## src/rtl/sb_rx.sv

```systemverilog
`default_nettype none
// ============================================================================
// Module      : sb_rx
// Description : Sideband receive deserializer. Samples the serial sideband
//               lane while the forwarded clock is active and rebuilds 64-bit
//               packets, LSB first. After each packet it checks the
//               mandatory low-data inter-packet gap. Completed packets are
//               buffered in a small FIFO that is drained via valid/ready.
// Revision    : 1.0 - initial release
// ============================================================================
module sb_rx #(
    parameter int buffer_size = 4,   // FIFO depth in packets (power of 2, >1)
    parameter int GAP_CYCLES  = 32   // required gap length, 1..64
) (
    input  logic        clk_800MHz,
    input  logic        reset,        // asynchronous, active-low
    input  logic        dataPin_i,
    input  logic        clkActive_i,
    input  logic        enable_i,
    output logic [63:0] data_o,
    output logic        valid_o,
    input  logic        ready_i,
    output logic        overflow_o,
    output logic        frame_err_o,
    output logic        gap_err_o,
    input  logic        err_clr_i
);

    localparam int         c_AW       = $clog2(buffer_size);
    localparam logic [6:0] c_GAP_LAST = 7'(GAP_CYCLES - 1);

    typedef enum logic [1:0] {
        S_IDLE = 2'd0,
        S_RECV = 2'd1,
        S_GAP  = 2'd2
    } state_t;

    state_t      r_state;
    state_t      w_state_nxt;
    logic [5:0]  r_bit_ctr;
    logic [6:0]  r_gap_ctr;
    logic [63:0] r_shift;
    logic        r_push_pend;
    logic        r_frame_err;
    logic        r_overflow;
    logic        r_gap_err;

    logic [63:0]   r_mem [buffer_size];
    logic [c_AW:0] r_wr_ptr;
    logic [c_AW:0] r_rd_ptr;

    logic w_capture;
    logic w_complete;
    logic w_frame_err;
    logic w_gap_tick;
    logic w_gap_bad;
    logic w_empty;
    logic w_full;
    logic w_pop;
    logic w_push;
    logic w_drop;

    // State register
    always_ff @(posedge clk_800MHz or negedge reset) begin
        if (!reset) begin
            r_state <= S_IDLE;
        end else begin
            r_state <= w_state_nxt;
        end
    end

    // Next-state decode and per-cycle framing events
    always_comb begin
        w_state_nxt = r_state;
        w_capture   = 1'b0;
        w_complete  = 1'b0;
        w_frame_err = 1'b0;
        w_gap_tick  = 1'b0;
        w_gap_bad   = 1'b0;
        case (r_state)
            S_IDLE: begin
                if (enable_i && clkActive_i) begin
                    w_capture   = 1'b1;
                    w_state_nxt = S_RECV;
                end
            end
            S_RECV: begin
                if (!enable_i || !clkActive_i) begin
                    // Entered from a completed gap but no bit 0 arrived:
                    // nothing partial to discard, so return quietly.
                    w_frame_err = (r_bit_ctr != 6'd0);
                    w_state_nxt = S_IDLE;
                end else begin
                    w_capture = 1'b1;
                    if (r_bit_ctr == 6'd63) begin
                        w_complete  = 1'b1;
                        w_state_nxt = S_GAP;
                    end
                end
            end
            S_GAP: begin
                if (!enable_i || !clkActive_i) begin
                    w_state_nxt = S_IDLE;
                end else begin
                    w_gap_tick = 1'b1;
                    w_gap_bad  = dataPin_i;
                    if (r_gap_ctr == c_GAP_LAST) begin
                        w_state_nxt = S_RECV;
                    end
                end
            end
            default: w_state_nxt = S_IDLE;
        endcase
    end

    // Bit/gap counters, shift register and push request
    always_ff @(posedge clk_800MHz or negedge reset) begin
        if (!reset) begin
            r_bit_ctr   <= 6'd0;
            r_gap_ctr   <= 7'd0;
            r_shift     <= 64'd0;
            r_push_pend <= 1'b0;
            r_frame_err <= 1'b0;
        end else begin
            if (w_state_nxt == S_IDLE) begin
                r_bit_ctr <= 6'd0;
            end else if (w_capture) begin
                r_bit_ctr <= r_bit_ctr + 6'd1;
            end
            if (w_capture) begin
                r_shift[r_bit_ctr] <= dataPin_i;
            end
            r_gap_ctr <= (w_gap_tick && w_state_nxt == S_GAP) ? r_gap_ctr + 7'd1 : 7'd0;
            // The push reads r_shift directly: the cycle after completion is
            // always a gap cycle, so no capture can overwrite it first.
            r_push_pend <= w_complete;
            r_frame_err <= w_frame_err;
        end
    end

    assign w_empty = (r_wr_ptr == r_rd_ptr);
    assign w_full  = (r_wr_ptr[c_AW] != r_rd_ptr[c_AW]) &&
                     (r_wr_ptr[c_AW-1:0] == r_rd_ptr[c_AW-1:0]);
    assign w_pop   = !w_empty && ready_i;
    assign w_push  = r_push_pend && (!w_full || w_pop);
    assign w_drop  = r_push_pend && w_full && !w_pop;

    // FIFO storage and pointers
    always_ff @(posedge clk_800MHz or negedge reset) begin
        if (!reset) begin
            r_wr_ptr <= '0;
            r_rd_ptr <= '0;
            for (int i = 0; i < buffer_size; i++) begin
                r_mem[i] <= 64'd0;
            end
        end else begin
            if (w_push) begin
                r_mem[r_wr_ptr[c_AW-1:0]] <= r_shift;
                r_wr_ptr <= r_wr_ptr + 1'b1;
            end
            if (w_pop) begin
                r_rd_ptr <= r_rd_ptr + 1'b1;
            end
        end
    end

    // Sticky error flags; a new event wins over a clear in the same cycle
    always_ff @(posedge clk_800MHz or negedge reset) begin
        if (!reset) begin
            r_overflow <= 1'b0;
            r_gap_err  <= 1'b0;
        end else begin
            if (w_drop) begin
                r_overflow <= 1'b1;
            end else if (err_clr_i) begin
                r_overflow <= 1'b0;
            end
            if (w_gap_bad) begin
                r_gap_err <= 1'b1;
            end else if (err_clr_i) begin
                r_gap_err <= 1'b0;
            end
        end
    end

    assign data_o      = r_mem[r_rd_ptr[c_AW-1:0]];
    assign valid_o     = !w_empty;
    assign overflow_o  = r_overflow;
    assign frame_err_o = r_frame_err;
    assign gap_err_o   = r_gap_err;

endmodule
`default_nettype wire

```

## config.mk

```make
export PLATFORM = sky130hd
export DESIGN_NAME = sb_rx
export DESIGN_NICKNAME = d
export VERILOG_FILES = /design/src/rtl/sb_rx.sv
export SDC_FILE = /design/constraint.sdc
export NUM_CORES = 1
export LEC_CHECK = 0
export BUFFER_PORTS_ARGS = -buffer_cell sky130_fd_sc_hd__buf_4
export CORE_MARGIN = 2
export CORE_UTILIZATION = 61
export CTS_BUF_LIST = sky130_fd_sc_hd__clkbuf_4 sky130_fd_sc_hd__clkbuf_8 sky130_fd_sc_hd__clkbuf_16
export DETAILED_ROUTE_END_ITERATION = 8
export PLACE_DENSITY = 0.79
export SLEW_MARGIN = 15
export SYNTH_ARGS = -nofsm -noshare
export SYNTH_HDL_FRONTEND = slang
export SYNTH_SLANG_ARGS = --single-unit
```

## constraint.sdc

```tcl
create_clock -name clk_800MHz -period 2.3 [get_ports clk_800MHz]
set_input_delay 0.23 -clock clk_800MHz [delete_from_list [all_inputs] [get_ports clk_800MHz]]
set_output_delay 0.23 -clock clk_800MHz [all_outputs]
set_load 0.005 [all_outputs]
```

==> flow_metrics.env, run 1 <==
export IMPL_gr_max_usage_layer="met2"
export IMPL_skew_ns=0.01773
export IMPL_synth_seq_cells=345
export IMPL_ctsLongestPathBuffers=3
export IMPL_gr_total_overflow=0
export IMPL_slowest_delay_ns=0.60
export IMPL_r2r_slack_ns=0.10
export IMPL_synth_edf_count=0
export IMPL_path_max_fanout=33
export IMPL_cts_buffers=37
export IMPL_slew_viol_final=0
export IMPL_ff2ff_path_depth=4
export IMPL_antenna_found_initial=1
export IMPL_post_cts_buffers=0
export IMPL_cp_num_buf_inv=2
export IMPL_grt_use_met2_pct=39.98
export IMPL_grt_max_degree=72
export IMPL_rows=58
export IMPL_ys_top_cells_by_area="dfrtp_1 56%, mux2_2 17%, mux4_2 9.3%"
export IMPL_ys_seq_area_share_pct=55.97
export IMPL_area_growth_pct=15.94
export IMPL_comb_power_share_pct=12.6
export IMPL_insertedDiodeCount=0
export IMPL_cts_htree_levels=2
export IMPL_die_w_um=163.0
export IMPL_cts_sinks=345
export IMPL_vias_per_cell=6.062
export IMPL_rsz0062_at_grt="yes"
export IMPL_wl_per_cell_um=21.91
export IMPL_required_ns=2.07
export IMPL_drtPass1Iterations=4
export IMPL_period_share_pct=100.8
export IMPL_worstSetupPathType="reg -> out"
export IMPL_clockRootBuffer="clkbuf_16"
export IMPL_drc=0
export IMPL_clockPowerShare_pct=42.4
export IMPL_internal_power_w=0.01039
export IMPL_violations="setup timing"
export IMPL_power_switching_share_pct=25.15
export IMPL_clk_pin_slew_worst_paths_ns=0.06
export IMPL_cp_top_family="multiplexers"
export IMPL_switching_power_w=0.003491
export IMPL_core_sq_um=25040
export IMPL_design_area_sq_um=17880
export IMPL_avgSynthCellArea_sq_um=15.69
export IMPL_ys_warn_count=0
export IMPL_grt_total_usage_pct=24.53
export IMPL_hpwl_mm=17.35
export IMPL_use_met1_pct=35.45
export IMPL_grt_pass1_wl_mm=50.69
export IMPL_crit_path_start_kind="flip-flop"
export IMPL_ios=75
export IMPL_seq_power_share_pct=45.0
export IMPL_synthCells=983
export IMPL_end_kind="primary output"
export IMPL_maxCapViolCount=0
export IMPL_final_nets=1076
export IMPL_arrival_ns=2.09
export IMPL_synthFlopType="dfrtp_1"
export IMPL_regToRegStartpoint="r_rd_ptr[0]$_DFFE_PN0P_"
export IMPL_place_ws_ns=0.1707
export IMPL_die_area_sq_um=26570
export IMPL_synthDominantCellAreaShare_pct=55.97
export IMPL_drive_above_1_share_pct=46.32
export IMPL_start_util_pct=61.60
export IMPL_die_h_um=163.0
export IMPL_synth_top_area_cell="dfrtp_1"
export IMPL_min_from="err_clr_i"
export IMPL_cp_cell_sequence="buf_16 -> mux4_2 -> buf_6"
export IMPL_whs_endpoint="overflow_o$_DFFE_PN0P_"
export IMPL_irDropWorstVdd_mv=0.7603
export IMPL_leakagePower_nw=8.850
export IMPL_gp_congestion=0.8207
export IMPL_slew_headroom_pct=51.84
export IMPL_critPathSlowestCell="mux4_2"
export IMPL_routed_wirelength_mm=31.03
export IMPL_fin_util_pct=71.42
export IMPL_hold_path_depth=3
export IMPL_syn_nets=998
export IMPL_r2r_end="r_mem[88]$_DFFE_PN0P_"
export IMPL_hold_viol_final=0
export IMPL_fin_ws_ns=-0.01870
export IMPL_status="finished with violations"
export IMPL_ant_nets=0
export IMPL_final_common_cell="dfrtp_1"
export IMPL_cts_tree="built"
export IMPL_fmax_mhz=431.3
export IMPL_worst_pin_slew_ns=0.7225
export IMPL_period_minus_slack_ns=2.319
export IMPL_insertion_delay_ns=0.51
export IMPL_synth_cell_types=49
export IMPL_grt_pass1_vias=9117
export IMPL_hp_class="in -> reg"
export IMPL_synthArstFlopShare_pct=100.0
export IMPL_vias=8584
export IMPL_drtIter0Drc=523
export IMPL_power_density_cell_area_nw_per_um2=776.2
export IMPL_use_met3_pct=4.038
export IMPL_place_area_sq_um=16380
export IMPL_syn_area_sq_um=15420
export IMPL_port_buffers=74
export IMPL_finalSetupViolations=8
export IMPL_final_cell_mix="343 x dfrtp_1, 231 x mux2_2, 71 x mux2_1, 64 x mux4_2, 63 x buf_6"
-- worst register-to-register path: stages, from the launching register on --
cell and delay, ns:
dfrtp_4 0.55, xor2_2 0.24, o41ai_4 0.49, buf_12 0.36, mux2_1 0.41
-- state kept, by name (all words and copies together), names as in the netlist --
signal / cells
frame_err_o: 1
r_bit_ctr: 6
gap_err_o: 1
r_state: 2
r_gap_ctr: 7
r_push_pend: 1
overflow_o: 1
r_wr_ptr: 3
r_rd_ptr: 3
r_mem: 256
r_shift: 64
-- logic make-up after synthesis --
kind of cell	synth area share [%]
multiplexers	33.41
AND/OR/NAND/NOR	4.470
XOR/XNOR	0.7139
buffers and inverters	3.058
AO/OA/AOI/OAI	1.728
flip-flops	55.97
adder cells (fa/ha/maj)	0.6490
-- cells in the mapped netlist (all sizes together) (6+ instances only) --
cell,n
ha,8
buf,37
nand3,17
mux2,322
inv,10
o21ai,7
nor2,10
mux4,64
nand3b,6
dfrtp,345
clkbuf,35
nor3b,6
nor3,48
-- layer usage --
layer / wire length [um] / up-vias
met2: 15440 / 154
met5: 0 / -
li1: - / 3807
met1: 13940 / 4592
met3: 1278 / 31
met4: 374 / 0
-- power groups by stage --
| stage | clock network, W | registers, W | logic (W) |
|---|---|---|---|
| 2_1_floorplan | 0 | 0.00630 | 0.00117 |
| 3_3_place_gp | 0 | 0.00632 | 0.00169 |
| 3_5_place_dp | 0 | 0.00633 | 0.00171 |
| 4_1_cts | 0.00599 | 0.00624 | 0.00181 |
| 5_1_grt | 0.00625 | 0.00624 | 0.00189 |
| 6_report | 0.00588 | 0.00624 | 0.00176 |
-- cell type report --
type	instances	area (sq um)
clock buffer	49	1082
clock inverter	15	133.9
fill	1591	7154
inverter	10	37.54
multi-input combinational	556	6332
sequential	345	8638
tap	330	412.9
timing repair buffer	111	1245
-- how the worst max path moves through the flow --
stage | cells past startpoint | startpoint | endpoint
after floorplan | 4 | r_rd_ptr[1]$_DFFE_PN0P_ | r_mem[230]$_DFFE_PN0P_
after global placement | 4 | r_wr_ptr[0]$_DFFE_PN0P_ | r_mem[109]$_DFFE_PN0P_
after detailed placement | 4 | r_wr_ptr[0]$_DFFE_PN0P_ | r_mem[105]$_DFFE_PN0P_
after CTS | 3 | r_rd_ptr[0]$_DFFE_PN0P_ | data_o[7]
after global routing | 3 | r_rd_ptr[0]$_DFFE_PN0P_ | data_o[7]
final | 3 | r_rd_ptr[0]$_DFFE_PN0P_ | data_o[7]
-- repair_timing --
| item | CTS | global route |
|---|---|---|
| hold buffers | 1 | 0 |
| resized for setup | 60 | 5 |
| cloned | 1 | 0 |
| hold endpoints to repair | 56 | 0 |
| setup endpoints to repair | 64 | 64 |
-- per-stage QoR --
stage          setup TNS [ns]  total power (W)  hold slack [ns]  std cells
2_1_floorplan               0         0.007470         -0.06559        983
3_3_place_gp                0         0.008015           0.2189       1350
3_5_place_dp                0         0.008039           0.2167       1350
4_1_cts                -1.022          0.01404          0.03012       1416
5_1_grt                -3.044          0.01439          0.04186       1416
6_report             -0.08652          0.01388          0.04113       1416
(Power assumes the default switching activity.)
==> run 2, diff against run 1 <==
--- a/config.mk
+++ b/config.mk
@@ -5,12 +5,13 @@
 export SDC_FILE = /design/constraint.sdc
 export NUM_CORES = 1
 export LEC_CHECK = 0
+export ABC_AREA = 1
 export BUFFER_PORTS_ARGS = -buffer_cell sky130_fd_sc_hd__buf_4
 export CORE_MARGIN = 2
-export CORE_UTILIZATION = 61
+export CORE_UTILIZATION = 62
 export CTS_BUF_LIST = sky130_fd_sc_hd__clkbuf_4 sky130_fd_sc_hd__clkbuf_8 sky130_fd_sc_hd__clkbuf_16
 export DETAILED_ROUTE_END_ITERATION = 8
-export PLACE_DENSITY = 0.79
+export PLACE_DENSITY = 0.8
 export SLEW_MARGIN = 15
 export SYNTH_ARGS = -nofsm -noshare
 export SYNTH_HDL_FRONTEND = slang
==> run 2 against run 1 <==
  * The flow still finishes with violations (setup timing)
  * Die area is 2.2% higher
  * Final cell count up 63%
  * Largest cell class unchanged
  * Non-clock buffer count is 20 higher
  * Wire length grew 51%
  * Area after synthesis grew 3.9%
  * Hold slack improved by 0.21 ns
  * Design area rose by 2.0%
  * Combinational power grew to 3.0 times the previous value
  * First-iteration DRC count rose to 4.3 times the previous value
==> flow_metrics.env, run 2 <==
export IMPL_status="finished with violations"
export IMPL_violations="setup timing"
export IMPL_regToRegStartpoint="r_rd_ptr[0]$_DFFE_PN0P_"
export IMPL_final_common_cell="nand2_1"
export IMPL_synth_seq_cells=345
export IMPL_cp_num_buf_inv=3
export IMPL_arrival_ns=2.07
export IMPL_switching_power_w=0.005603
export IMPL_die_w_um=164.8
export IMPL_grt_pass1_vias=14180
export IMPL_syn_nets=1962
export IMPL_area_growth_pct=13.82
export IMPL_required_ns=2.07
export IMPL_port_buffers=74
export IMPL_start_util_pct=63.48
export IMPL_cts_sinks=345
export IMPL_rsz0062_at_grt="yes"
export IMPL_drc=0
export IMPL_maxCapViolCount=0
export IMPL_cp_top_family="buffers and inverters"
export IMPL_cts_htree_levels=2
export IMPL_place_area_sq_um=16910
export IMPL_vias=14910
export IMPL_synth_top_area_cell="dfrtp_1"
export IMPL_design_area_sq_um=18250
export IMPL_yosysMostFrequentCell="nand2_1"
export IMPL_worst_pin_slew_ns=0.8555
export IMPL_ant_nets=0
export IMPL_grt_total_usage_pct=34.84
export IMPL_insertedDiodeCount=0
export IMPL_clockRootBuffer="clkbuf_16"
export IMPL_irDropWorstVdd_mv=0.6807
export IMPL_fin_ws_ns=-0.0005154
export IMPL_routed_wirelength_mm=47.01
export IMPL_period_share_pct=100.0
export IMPL_synthCells=1947
export IMPL_synth_edf_count=0
export IMPL_synth_cell_types=25
export IMPL_min_from="enable_i"
export IMPL_seq_power_share_pct=35.8
export IMPL_fmax_mhz=434.7
export IMPL_worst_hold_slack_ns=0.2498
export IMPL_comb_power_share_pct=30.2
export IMPL_drive_above_1_share_pct=10.55
export IMPL_ios=75
export IMPL_largest_registers="r_mem: 256 flops, r_shift: 64 flops, r_gap_ctr: 7 flops"
export IMPL_largest_register="r_mem"
export IMPL_skew_ns=0.01178
export IMPL_cpMostUsedCell="buf_4"
export IMPL_cts_tree="built"
export IMPL_hpwl_mm=24.48
export IMPL_insertion_delay_ns=0.52
export IMPL_clk_pin_slew_worst_paths_ns=0.06
export IMPL_largest_reg_flops=256
export IMPL_ys_top_cells_by_area="dfrtp_1 54%, nand2_1 15%, nand4_1 10%"
export IMPL_final_cells=2301
export IMPL_internal_power_w=0.01177
export IMPL_path_max_fanout=22
export IMPL_ys_warn_count=0
export IMPL_hp_class="in -> reg"
export IMPL_cts_buffers=37
export IMPL_slew_headroom_pct=42.96
export IMPL_critPathSlowestCell="dfrtp_2"
export IMPL_worstSetupPathType="reg -> out"
export IMPL_period_minus_slack_ns=2.301
export IMPL_rows=58
export IMPL_cp_cell_sequence="inv_1 -> buf_4 -> o21ai_0 -> o22ai_1 -> buf_4"
export IMPL_core_sq_um=25250
export IMPL_r2r_slack_ns=0.28
export IMPL_end_kind="primary output"
export IMPL_drtIter0Drc=2274
export IMPL_power_density_cell_area_nw_per_um2=952.0
export IMPL_slowest_delay_ns=0.44
export IMPL_slew_viol_final=0
export IMPL_syn_area_sq_um=16030
export IMPL_crit_path_start="r_rd_ptr[1]$_DFFE_PN0P_"
export IMPL_drtPass1Iterations=8
export IMPL_gp_congestion=0.8696
export IMPL_grt_pass1_wl_mm=74.35
export IMPL_ys_seq_area_share_pct=53.85
export IMPL_antenna_found_initial=0
export IMPL_grt_max_degree=182
export IMPL_final_cell_mix="644 x nand2_1, 342 x dfrtp_1, 258 x nand4_1, 198 x o21ai_0, 161 x nor2_1"
export IMPL_avgSynthCellArea_sq_um=8.234
export IMPL_die_area_sq_um=27160
export IMPL_ctsLongestPathBuffers=3
export IMPL_vias_per_cell=6.478
export IMPL_synthArstFlopShare_pct=100.0
export IMPL_power_switching_share_pct=32.25
export IMPL_final_nets=1965
export IMPL_hold_viol_final=0
export IMPL_place_ws_ns=0.3200
export IMPL_leakagePower_nw=9.259
export IMPL_gr_total_overflow=0
export IMPL_placed_cells=2236
export IMPL_synthFlopType="dfrtp_1"
export IMPL_synthDominantCellAreaShare_pct=53.85
export IMPL_wl_per_cell_um=20.43
export IMPL_die_h_um=164.8
export IMPL_synthTopCellsByCount="645 x nand2_1, 345 x dfrtp_1, 258 x nand4_1"
export IMPL_finalSetupViolations=1
export IMPL_clockPowerShare_pct=34.0
export IMPL_post_cts_buffers=0
export IMPL_crit_path_start_kind="flip-flop"
run 2: cell count changes in the layout (fill, tap and decap cells not counted), moves of 72 or more:
cell,delta
buf_4,+72
mux2_2,-231
nand2_1,+639
nand4_1,+254
nor2_1,+151
o21ai_0,+191
run 2: metrics by stage:
step	power [W]	util, %	TNS (ns)
6_report	0.01737	72.26	-0.0005154
5_1_grt	0.01809	72.26	-0.007941
4_1_cts	0.01719	72.04	0
3_5_place_dp	0.01115	66.95	0
3_3_place_gp	0.01110	66.95	0
2_1_floorplan	0.008897	-	0
run 2: path summary, 6_finish.rpt:
path / end / cells past startpoint
min in group asynchronous: r_mem[195]$_DFFE_PN0P_ / 2
max in group asynchronous: r_mem[235]$_DFFE_PN0P_ / 3
worst max-delay path: data_o[57] / 5
worst max register to register: r_mem[192]$_DFFE_PN0P_ / 8
worst min-delay path: frame_err_o$_DFF_PN0_ / 4
worst min register to register: r_gap_ctr[0]$_DFF_PN0_ / 1
run 2: logic make-up (layout without fill, tap and decap cells):
logic type,Yosys count,count (layout),share of synthesized area (%)
AND/OR/NAND/NOR,1130,1130,31.19
flip-flops,345,345,53.85
AO/OA/AOI/OAI,268,268,8.882
buffers and inverters,191,215,5.182
adder cells (fa/ha/maj),8,8,0.6244
XOR/XNOR,5,5,0.2732
run 2: power by group through the flow:
stage | Combinational [W] | Sequential, W | Clock, W
2_1_floorplan | 0.00263 | 0.00627 | 0
3_3_place_gp | 0.00481 | 0.00629 | 0
3_5_place_dp | 0.00486 | 0.00629 | 0
4_1_cts | 0.00504 | 0.00619 | 0.00596
5_1_grt | 0.00567 | 0.00622 | 0.00621
6_report | 0.00525 | 0.00622 | 0.00591
run 2: tightest hold or removal path, delay by kind of cell:
family                 cells  cell delay [ns]
AND/OR/NAND/NOR            2             0.33
buffers and inverters      2             0.15
run 2: what timing repair did:
item,4_1_cts,5_1_grt
resized for setup,5,10
gates cloned,1,1
endpoints found under the hold margin,61,0
setup endpoints to repair,11,13
pin swaps,0,2
hold buffers,3,0
run 2: final cells by class:
class | instances | area, sq um
well taps | 330 | 412.9
clock inverters | 6 | 80.08
multi-input cells | 1411 | 6620
fillers | 1932 | 7007
clock buffers | 54 | 1116
flip-flops and latches | 345 | 8642
inverters | 24 | 102.6
repair buffers | 131 | 1274
run 2: layer usage:
metal / GRT usage (%) / share of wire, % / up-vias
met5: 0 / 0 / -
li1: - / - / 6651
met3: 5.324 / 9.5 / 167
met1: 47.79 / 39 / 7181
met2: 55.19 / 47 / 907
met4: 16.17 / 4.2 / 0
==> run 3, diff against run 2 <==
--- a/config.mk
+++ b/config.mk
@@ -12,7 +12,9 @@
 export CTS_BUF_LIST = sky130_fd_sc_hd__clkbuf_4 sky130_fd_sc_hd__clkbuf_8 sky130_fd_sc_hd__clkbuf_16
 export DETAILED_ROUTE_END_ITERATION = 8
 export PLACE_DENSITY = 0.8
-export SLEW_MARGIN = 15
+export RECOVER_POWER = 100
+export SLEW_MARGIN = 20
 export SYNTH_ARGS = -nofsm -noshare
 export SYNTH_HDL_FRONTEND = slang
 export SYNTH_SLANG_ARGS = --single-unit
+export TNS_END_PERCENT = 20
==> run 3 against run 2 <==
  * The flow finishes with violations (capacitance limit, slew limit, setup timing)
  * Hold slack gained 0.0024 ns
  * Register-to-register slack got worse by 0.18 ns
  * Clock skew down 0.0021 ns
  * Total power about the same
  * Setup slack got worse by 0.011 ns
  * Sequential cell count unchanged
  * Sequential share of layout area is 0.17 points higher
  * Sequential power hardly changed
  * Combinational power about the same
==> flow_metrics.env, run 3 (synthesis results as in run 2) <==
export IMPL_clk_pin_slew_worst_paths_ns=0.06
export IMPL_skew_ns=0.009719
export IMPL_arrival_ns=2.08
export IMPL_die_w_um=164.8
export IMPL_core_sq_um=25250
export IMPL_fin_util_pct=72.00
export IMPL_grt_pass1_vias=14180
export IMPL_grt_pass1_wl_mm=74.35
export IMPL_drive_above_1_share_pct=10.50
export IMPL_critPathSlowestCell="dfrtp_2"
export IMPL_finalSetupViolations=2
export IMPL_vias=14860
export IMPL_power_density_cell_area_nw_per_um2=956.2
export IMPL_port_buffers=74
export IMPL_path_max_fanout=22
export IMPL_fmax_mhz=432.6
export IMPL_gr_total_overflow=0
export IMPL_drtIter0Drc=2160
export IMPL_worstSetupPathType="reg -> out"
export IMPL_cts_sinks=345
export IMPL_cp_cell_sequence="inv_1 -> buf_4 -> o21ai_0 -> o22ai_1 -> buf_4"
export IMPL_area_growth_pct=13.42
export IMPL_ios=75
export IMPL_rows=58
export IMPL_place_area_sq_um=16910
export IMPL_hpwl_mm=24.48
export IMPL_design_area_sq_um=18180
export IMPL_die_area_sq_um=27160
export IMPL_ctsLongestPathBuffers=3
export IMPL_cpMostUsedCell="buf_4"
export IMPL_violations="capacitance limit, slew limit, setup timing"
export IMPL_routed_wirelength_mm=47.05
export IMPL_grt_total_usage_pct=34.84
export IMPL_period_minus_slack_ns=2.312
export IMPL_drc=0
export IMPL_cp_top_family="buffers and inverters"
export IMPL_insertion_delay_ns=0.52
export IMPL_vias_per_cell=6.458
export IMPL_final_cells=2301
export IMPL_placed_cells=2236
export IMPL_maxCapViolCount=1
export IMPL_final_common_cell="nand2_1"
export IMPL_cp_num_buf_inv=3
export IMPL_insertedDiodeCount=0
export IMPL_drtPass1Iterations=6
export IMPL_grt_max_degree=182
export IMPL_die_h_um=164.8
export IMPL_cts_tree="built"
export IMPL_start_util_pct=63.48
export IMPL_final_cell_mix="644 x nand2_1, 342 x dfrtp_1, 258 x nand4_1, 199 x o21ai_0, 161 x nor2_1"
export IMPL_worst_pin_slew_ns=1.615
export IMPL_irDropWorstVdd_mv=0.6821
export IMPL_required_ns=2.07
export IMPL_end_kind="primary output"
export IMPL_slew_viol_final=65
export IMPL_hp_class="in -> reg"
export IMPL_slowest_delay_ns=0.44
export IMPL_rsz0062_at_grt="yes"
export IMPL_leakagePower_nw=9.235
export IMPL_gp_congestion=0.8696
export IMPL_crit_path_start_kind="flip-flop"
export IMPL_largest_registers="r_mem: 256 flops, r_shift: 64 flops, r_gap_ctr: 7 flops"
export IMPL_cts_htree_levels=2
export IMPL_antenna_found_initial=0
export IMPL_ant_nets=0
export IMPL_p_total_w=0.01739
export IMPL_status="finished with violations"
export IMPL_final_nets=1965
export IMPL_slew_headroom_pct=-7.686
export IMPL_cts_buffers=37
export IMPL_fin_ws_ns=-0.01157
export IMPL_wl_per_cell_um=20.45
export IMPL_largest_reg_flops=256
export IMPL_r2r_slack_ns=0.10
export IMPL_post_cts_buffers=0
export IMPL_clockRootBuffer="clkbuf_16"
export IMPL_hold_viol_final=0
export IMPL_period_share_pct=100.5
export IMPL_largest_register="r_mem"
==> run 3: changes by cell type in the layout (fill, tap and decap cells not counted), moves of 5 or more <==
cell and change:
buf_4 -7, buf_12 -6, clkbuf_4 +6, buf_6 +5
==> run 3: path summary, 6_finish.rpt <==
path,from,endpoint,cells after the start
setup / recovery,r_rd_ptr[1]$_DFFE_PN0P_,data_o[57],5
hold / removal,enable_i,frame_err_o$_DFF_PN0_,4
setup reg to reg,r_state[1]$_DFF_PN0_,r_shift[39]$_DFFE_PN0P_,7
hold reg to reg,r_gap_ctr[0]$_DFF_PN0_,r_gap_ctr[0]$_DFF_PN0_,1
max in group asynchronous,reset,r_mem[235]$_DFFE_PN0P_,3
min in group asynchronous,reset,r_mem[0]$_DFFE_PN0P_,2
==> run 3: timing repair <==
action	in CTS	in global routing
hold endpoints to repair	61	0
resized for setup	5	8
hold buffers	3	0
endpoints found under the setup margin	11	13
cloned	1	1
==> run 3: worst min-delay path: cells and delay by family <==
family	cells	cell delay (ns)
buf+inv	2	0.15
simple gates	2	0.33
==> run 3: cell type report <==
type,instances,area (sq um)
Inverter,24,97.59
Timing Repair Buffer,131,1215
Tap cell,330,412.9
Clock buffer,54,1116
Fill cell,1946,7071
Clock inverter,6,80.08
Sequential cell,345,8642
Multi-Input combinational cell,1411,6620
==> run 3: stage by stage <==
step | setup WS [ns] | hold WS [ns] | setup TNS (ns)
after CTS | 0.005761 | 0.2066 | 0
after floorplan | 0.7958 | -0.06559 | 0
after global routing | -0.02695 | 0.2383 | -0.07262
after global placement | 0.3806 | 0.2218 | 0
final | -0.01157 | 0.2521 | -0.01890
after detailed placement | 0.3200 | 0.2172 | 0
==> run 3: power by group <==
group | switching, W | internal [W]
Sequential | 0.0000932 | 0.00612
Combinational | 0.00317 | 0.00208
Clock | 0.00236 | 0.00356
==> run 3: layer usage <==
| metal | wire, um | track usage, % |
|---|---|---|
| met1 | 18500 | 47.79 |
| met2 | 22240 | 55.19 |
| met3 | 4401 | 5.324 |
| met4 | 1905 | 16.17 |
| met5 | 0 | 0 |
